==> src/rtl/sentinel_stream_writer.sv <==
// Sentinel-terminated stream producer: forwards a counted payload, then appends the sentinel word.
// Optional masked collision detector enabled by defining SENTINEL_WRITER_COLLISION_CHECK_EN.
module sentinel_stream_writer #(
  parameter int unsigned WORD_WIDTH  = 36,
  parameter int unsigned COUNT_WIDTH = 10
) (
  input  logic                   clk_i,
  input  logic                   rst_ni,
  input  logic                   cfg_write_i,
  input  logic [WORD_WIDTH-1:0]  cfg_sentinel_i,
  input  logic [WORD_WIDTH-1:0]  cfg_mask_i,
  output logic [WORD_WIDTH-1:0]  sentinel_o,
  output logic [WORD_WIDTH-1:0]  mask_o,
  output logic [WORD_WIDTH-1:0]  sentinel_masked_o,
  input  logic                   start_i,
  input  logic [COUNT_WIDTH-1:0] length_i,
  output logic                   busy_o,
  input  logic [WORD_WIDTH-1:0]  in_data_i,
  input  logic                   in_valid_i,
  output logic                   in_ready_o,
  output logic [WORD_WIDTH-1:0]  out_data_o,
  output logic                   out_valid_o,
  input  logic                   out_ready_i,
  output logic                   out_last_o,
  output logic                   collision_o,
  output logic [COUNT_WIDTH-1:0] collision_count_o
);

  typedef enum logic [1:0] {
    IDLE    = 2'd0,
    PAYLOAD = 2'd1,
    TERM    = 2'd2
  } state_t;

  state_t                 state_q, state_d;
  logic [COUNT_WIDTH-1:0] remaining_q, remaining_d;
  logic [WORD_WIDTH-1:0]  sentinel_q, sentinel_d;
  logic [WORD_WIDTH-1:0]  mask_q, mask_d;
  logic [WORD_WIDTH-1:0]  sent_masked_q, sent_masked_d;
  logic [WORD_WIDTH-1:0]  out_data_q, out_data_d;
  logic                   out_valid_q, out_valid_d;
  logic                   out_last_q, out_last_d;

  logic slot_free;
  logic accept;

  assign slot_free  = !out_valid_q || out_ready_i;
  assign in_ready_o = (state_q == PAYLOAD) && slot_free;
  assign accept     = in_valid_i && in_ready_o;

  always_ff @(posedge clk_i or negedge rst_ni) begin
    if (!rst_ni) begin
      state_q       <= IDLE;
      remaining_q   <= '0;
      sentinel_q    <= '0;
      mask_q        <= '0;
      sent_masked_q <= '0;
      out_data_q    <= '0;
      out_valid_q   <= 1'b0;
      out_last_q    <= 1'b0;
    end else begin
      state_q       <= state_d;
      remaining_q   <= remaining_d;
      sentinel_q    <= sentinel_d;
      mask_q        <= mask_d;
      sent_masked_q <= sent_masked_d;
      out_data_q    <= out_data_d;
      out_valid_q   <= out_valid_d;
      out_last_q    <= out_last_d;
    end
  end

  always_comb begin
    state_d       = state_q;
    remaining_d   = remaining_q;
    sentinel_d    = sentinel_q;
    mask_d        = mask_q;
    sent_masked_d = sent_masked_q;
    out_data_d    = out_data_q;
    out_valid_d   = out_valid_q;
    out_last_d    = out_last_q;

    // A drained beat frees the output register; a load below overrides this.
    if (out_ready_i) begin
      out_valid_d = 1'b0;
      out_last_d  = 1'b0;
    end

    unique case (state_q)
      IDLE: begin
        if (cfg_write_i) begin
          sentinel_d    = cfg_sentinel_i;
          mask_d        = cfg_mask_i;
          sent_masked_d = cfg_sentinel_i & ~cfg_mask_i;
        end
        if (start_i) begin
          remaining_d = length_i;
          state_d     = (length_i == '0) ? TERM : PAYLOAD;
        end
      end
      PAYLOAD: begin
        if (accept) begin
          out_data_d  = in_data_i;
          out_valid_d = 1'b1;
          out_last_d  = 1'b0;
          remaining_d = remaining_q - 1'b1;
          if (remaining_q == COUNT_WIDTH'(1)) state_d = TERM;
        end
      end
      TERM: begin
        if (slot_free) begin
          out_data_d  = sentinel_q;
          out_valid_d = 1'b1;
          out_last_d  = 1'b1;
          state_d     = IDLE;
        end
      end
      default: state_d = IDLE;
    endcase
  end

  assign sentinel_o        = sentinel_q;
  assign mask_o            = mask_q;
  assign sentinel_masked_o = sent_masked_q;
  assign busy_o            = (state_q != IDLE);
  assign out_data_o        = out_data_q;
  assign out_valid_o       = out_valid_q;
  assign out_last_o        = out_last_q;

`ifdef SENTINEL_WRITER_COLLISION_CHECK_EN
  logic                   collision_q, collision_d;
  logic [COUNT_WIDTH-1:0] coll_cnt_q, coll_cnt_d;
  logic                   hit;

  // Registered so the pulse lines up with the beat on out_data_o.
  assign hit = accept && ((in_data_i & ~mask_q) == sent_masked_q);

  always_comb begin
    collision_d = hit;
    coll_cnt_d  = coll_cnt_q;
    if (hit && (coll_cnt_q != '1)) coll_cnt_d = coll_cnt_q + 1'b1;
  end

  always_ff @(posedge clk_i or negedge rst_ni) begin
    if (!rst_ni) begin
      collision_q <= 1'b0;
      coll_cnt_q  <= '0;
    end else begin
      collision_q <= collision_d;
      coll_cnt_q  <= coll_cnt_d;
    end
  end

  assign collision_o       = collision_q;
  assign collision_count_o = coll_cnt_q;
`else
  assign collision_o       = 1'b0;
  assign collision_count_o = '0;
`endif

endmodule

==> config.mk <==
export PLATFORM = sky130hd
export DESIGN_NAME = sentinel_stream_writer
export DESIGN_NICKNAME = d
export VERILOG_FILES = /design/src/rtl/sentinel_stream_writer.sv
export SDC_FILE = /design/constraint.sdc
export NUM_CORES = 1
export LEC_CHECK = 0
export ABC_AREA = 1
export CORE_MARGIN = 5
export CORE_UTILIZATION = 38
export CTS_BUF_LIST = sky130_fd_sc_hd__clkbuf_8
export CTS_CLUSTER_SIZE = 40
export DETAILED_ROUTE_END_ITERATION = 6
export HOLD_SLACK_MARGIN = 0.15
export PLACE_DENSITY = 0.74
export SETUP_SLACK_MARGIN = 0.3
export SYNTH_ARGS = -nofsm -noshare
export SYNTH_HDL_FRONTEND = slang
export SYNTH_SLANG_ARGS = --single-unit
==> constraint.sdc <==
create_clock -name clk_i -period 1.6 [get_ports clk_i]
set_input_delay 0.24 -clock clk_i [delete_from_list [all_inputs] [get_ports clk_i]]
set_output_delay 0.24 -clock clk_i [all_outputs]
set_load 0.02 [all_outputs]
# Word level (Yosys, flattened, before mapping)
# Index checks and enable logic that the tools add are counted.
dict set report totals {
  register_bits 158
  latchBits 0
  ramBits 0
  romBits 0
  out_inout_bits 159
  memories 0
}
dict set report classes {
  add_sub_neg 1
  mul 0
  div_mod_pow 0
  n_lt_le_gt_ge 0
  n_eq_ne 7
  shifts 0
  mux 20
  n_bitwise 2
  n_reduce_logical 13
}
# op n
set op_table {}
lappend op_table {{36-bit two-way mux} 2}
lappend op_table {{36-bit case mux with 2 select lines} 1}
lappend op_table {{36-bit bitwise AND} 1}
lappend op_table {{36-bit inverter} 1}
lappend op_table {{10-bit two-way mux} 2}
lappend op_table {{10-bit case mux with 2 select lines} 1}
lappend op_table {{10-bit by 1-bit == test with 1-bit output (second input constant)} 1}
lappend op_table {{10-bit zero test} 1}
lappend op_table {{2-bit two-way mux} 5}
lappend op_table {{10-bit by 1-bit subtractor with 10-bit output (second input constant)} 1}
lappend op_table {{1-bit two-way mux} 6}
lappend op_table {{2-bit inequality test (second input constant)} 3}
lappend op_table {{2-bit case mux with 3 select lines} 1}
lappend op_table {{3-bit AND reduction} 2}
lappend op_table {{2-bit nonzero test} 3}
lappend op_table {{1-bit case mux with 2 select lines} 2}
lappend op_table {{4-bit AND reduction} 1}
lappend op_table {{2-bit by 1-bit == test with 1-bit output (second input constant)} 1}
lappend op_table {{2-bit == test (second input constant)} 1}
lappend op_table {{1-bit logical AND} 2}
lappend op_table {{2-bit zero test} 1}
lappend op_table {{2-bit by 1-bit inequality test with 1-bit output (second input constant)} 1}
lappend op_table {{2-bit AND reduction} 1}
lappend op_table {{1-bit zero test} 1}
lappend op_table {{1-bit logical OR} 1}

# Longest topological paths before layout
# Gate-level depths: netlist of run 1.
dict set report logic_depth {
  depth_word 6
  depth_mapped 9
  depth_no_buf 9
}

# Worst setup path before layout of run 1
# Ideal clock, no wire load.
dict set report synth_path {
  kind {register to output}
  start {register state_q[1]}
  end {output port in_ready_o}
  arrival_time_ns 1.271
  required_ns 1.360
  setup_slack_ns 0.089
  stages_incl_launch_ff 6
  path_buffers 1
  path_cell_list {dfrtp_1 -> inv_1 -> ha_1 -> inv_2 -> clkbuf_1 -> nor2_1}
}
dict set report synth_between {
  elab_chain_cells 2
}
# element line_no
set synth_lines {}
lappend synth_lines {{start, declared} 35} ;# state_t state_q, state_d;
lappend synth_lines {{start signal, assigned} 62} ;# state_q <= state_d;
lappend synth_lines {{2-bit by 1-bit == test with 1-bit output} 48} ;# assign in_ready_o = (state_q == PAYLOAD) && slot_free;
lappend synth_lines {{1-bit logical AND} 48}
lappend synth_lines {{end, declared} 20} ;# output logic in_ready_o,
# No other way between the ends.

# Worst setup path after layout of run 1
dict set report layout_path {
  start {register state_q[1]}
  end {register out_data_q[7] (netlist: out_data_o[7])}
}
dict set report layout_between {
  elab_chain_cells 5
}
# element line_no
set layout_lines {}
lappend layout_lines {{2-bit by 1-bit == test with 1-bit output} {48, 89}}
lappend layout_lines {{1-bit logical AND} 48}
lappend layout_lines {{1-bit logical AND} 49} ;# assign accept = in_valid_i && in_ready_o;
lappend layout_lines {{2-bit inequality test (no source line)} n/a}
lappend layout_lines {{3-bit AND reduction (no source line)} n/a}
lappend layout_lines {{end signal, assigned} 67} ;# out_data_q <= out_data_d;
lappend layout_lines {{end, declared} 40} ;# logic [WORD_WIDTH-1:0] out_data_q, out_data_d;
# Several ways; a longest one is shown, not always the timed one.
# A chain may end at the register's enable or synchronous reset.

==> flow_metrics.env, run 1 <==
export IMPL_initial_core_util=0.387
export IMPL_arrival_ps=1990
export IMPL_fp_dieW_um=143
export IMPL_layoutNonFillerInstCount=1398
export IMPL_postPlaceCellArea_um2=9890
export IMPL_regToRegStartpoint="state_q[1]"
export IMPL_finalHoldViolCount=0
export IMPL_path_common_cell="inv_2"
export IMPL_cts_sinks=158
export IMPL_multiInputGateArea_um2=3260
export IMPL_rr_endpoint="out_data_o[7]"
export IMPL_synth_edf_count=0
export IMPL_synth_compound_area_frac=0.119
export IMPL_holdWs_ps=245
export IMPL_crit_type="reg2reg"
export IMPL_synth_simple_area_share=0.209
export IMPL_dp_hpwl_mm=15.3
export IMPL_synth_area_top_cells="dfrtp_1 59%, nand2_1 18%, o21ai_0 8.7%"
export IMPL_first_iter_violations=308
export IMPL_final_max_slew_violation_count=0
export IMPL_clock_fmax_ghz=0.619
export IMPL_register_area_um2=3960
export IMPL_final_area_um2=12000
export IMPL_gp_congestion=0.835
export IMPL_grt_pass1_wl_mm=34.5
export IMPL_fin_crit_sh=1.01
export IMPL_wl_per_cell_um=18.1
export IMPL_startpoint_type="flop"
export IMPL_rsz0062_at_grt="yes"
export IMPL_io_buffers=271
export IMPL_status="complete, but fails checks"
export IMPL_ant_nets=0
export IMPL_grt_pass1_vias=6349
export IMPL_cts_made_buffers=17
export IMPL_irDropWorstVdd_v=0.00109
export IMPL_ioPinCount=283
export IMPL_cp_slowest_cell="dfrtp_1"
export IMPL_drv_cap=0
export IMPL_fin_nets=1289
export IMPL_cp_required_ps=1970
export IMPL_ys_async_sr_fraction=1.00
export IMPL_setup_violations=3
export IMPL_crit_chain="inv_2, ha_4, inv_4, a21oi_4, inv_2, nand3_4, buf_12, clkbuf_16, nand2_2, o21ai_1"
export IMPL_syn_area_um2=6700
export IMPL_place_inst=1283
export IMPL_synthTopCellsByCount="317 x nand2_1, 158 x dfrtp_1, 117 x o21ai_0"
export IMPL_violations="setup timing"
export IMPL_htreeDepth=4
export IMPL_total_power_mw=26.1
export IMPL_synth_most_common_cell="nand2_1"
export IMPL_clk_insertion_delay_late_ps=450
export IMPL_yosys_area_top_type="dfrtp_1"
export IMPL_n_fill_cell=1350
export IMPL_min_path_type="in2async"
export IMPL_syn_instance_count=790
export IMPL_final_core_util=0.693
export IMPL_cts_tree="done"
export IMPL_power_density_nw_per_um2=2180
export IMPL_r2r_slack_ps=-20
export IMPL_overflow=0
export IMPL_yosysTopAreaCellShare=0.590
export IMPL_clkSlewWorstSetupHoldPaths_ps=90
export IMPL_layout_min_cycle_time_ps=1620
export IMPL_vias_per_cell=4.92
export IMPL_synthAdderAreaFrac=0.00934
export IMPL_yosys_warnings=0
export IMPL_synth_xor_area_frac=0.00131
export IMPL_antenna_cells=0
export IMPL_slowest_delay_ps=400
export IMPL_synth_top_family_by_area="simple AND/OR/NAND/NOR gates"
export IMPL_cp_max_fo=7
export IMPL_rows=48
export IMPL_synthMuxAreaShare=0.00149
export IMPL_setup_worst_path_start="state_q[1]"
export IMPL_ys_ff_latch=158
export IMPL_antenna_found_initial=2
export IMPL_r2r_cells=10
export IMPL_syn2layout_area_growth_pct=79.1
export IMPL_cts_path_max_buffers=2
export IMPL_avgSynthCellArea_um2=8.48
export IMPL_core_um2=17300
export IMPL_cp_end_kind="flop"
export IMPL_cts_root_buf="clkbuf_8"
export IMPL_wl_mm=25.3
export IMPL_ys_seq_area_frac=0.590
export IMPL_ys_flop_type="dfrtp_1"
export IMPL_route_detailed_drc=0
export IMPL_firstDrtPassIters=4
export IMPL_final_setup_skew_ps=16.2
export IMPL_die_y_um=143
export IMPL_grt_max_degree=47
export IMPL_endpoint="out_data_o[7]"
export IMPL_synth_distinct_cells=23
export IMPL_layout_setup_ws_ps=-16.3
export IMPL_track_usage=0.217
export IMPL_die_area_um2=20400
export IMPL_leakagePower_nw=6.00
export IMPL_vias=6872
export IMPL_layout_drive_gt1_share=0.442
registers in the layout, indices dropped and copies added (netlist names):
signal             count
mask_o                36
sentinel_masked_o     36
out_data_o            36
remaining_q           10
out_valid_o            1
sentinel_o            36
state_q                2
out_last_o             1
timing repair:
item,CTS,global route
hold buffers,1,0
setup endpoints to repair,304,227
resized for setup,723,373
endpoints found under the hold margin,158,0
pin swaps,15,43
cloned,10,13
buffers inserted,3,56
layout make-up:
class | count | share of cell area
Sequential cell | 158 | 0.330
Timing Repair Buffer | 387 | 0.321
Multi-Input combinational cell | 538 | 0.272
Tap cell | 225 | 0.0235
Clock buffer | 17 | 0.0195
Inverter | 56 | 0.0192
Clock inverter | 15 | 0.0113
Timing Repair inverter | 2 | 0.00386
per-layer routing:
metal,up-vias,share of wire,track usage
met5,-,0.00083,0
met4,4,0.024,0.0765
met3,45,0.075,0.0569
met2,248,0.50,0.353
met1,3334,0.40,0.281
li1,3241,-,-
power by group:
| group | leakage [nW] | internal (mW) | switching [mW] | total [mW] |
|---|---|---|---|---|
| clock | 0.181 | 1.25 | 1.62 | 2.87 |
| combinational | 3.84 | 7.21 | 8.61 | 15.8 |
| sequential | 1.98 | 5.96 | 1.49 | 7.44 |
| total | 6.00 | 14.4 | 11.7 | 26.1 |
placed cells by master, fill, tap and decap left out, types with 47 or more instances in the layout:
cell	n
buf_2	95
buf_4	62
buf_6	56
clkdlybuf4s50_1	122
dfrtp_1	157
inv_1	47
nand2_1	169
nand2_2	91
nand2_4	56
o21ai_0	55
o21ai_1	51
o21ai_2	47
logic make-up after synthesis:
group,count (synthesis)
XOR/XNOR,1
buffers and inverters,104
flip-flops,158
AND/OR/NAND/NOR,363
other,1
AO/OA/AOI/OAI,157
adder cells (fa/ha/maj),5
multiplexers,1
worst max-delay path: cells and delay by family (launching register included):
family	cells	cell delay (ps)
simple gates	2	160
fa+ha+maj	1	160
compound gates	2	250
buf+inv	5	570
flops	1	400
per-stage QoR:
stage / worst slack [ps] / setup TNS (ps)
floorplan: 212 / 0
global placement: -193 / -5040
detailed placement: -201 / -6850
CTS: -13.7 / -31.0
global route: -54.5 / -1910
finish: -16.3 / -26.6
how the worst min path moves through the flow:
stage	start	to	slack [ps]	cells past startpoint
finish	rst_ni	remaining_q[4]	240	2
global route	rst_ni	mask_o[3]	260	2
global placement	rst_ni	remaining_q[9]	160	1
detailed placement	rst_ni	remaining_q[9]	170	1
CTS	rst_ni	mask_o[1]	240	2
floorplan	rst_ni	mask_o[0]	-60	0
Power figures use the tool's default switching activity.
==> run 2: changes to the inputs <==
--- a/config.mk
+++ b/config.mk
@@ -17,3 +17,4 @@
 export SYNTH_ARGS = -nofsm -noshare
 export SYNTH_HDL_FRONTEND = slang
 export SYNTH_SLANG_ARGS = --single-unit
+export TNS_END_PERCENT = 100
==> results of run 2 <==
Same layout as run 1: the final DEF is identical, and so are final timing and power.
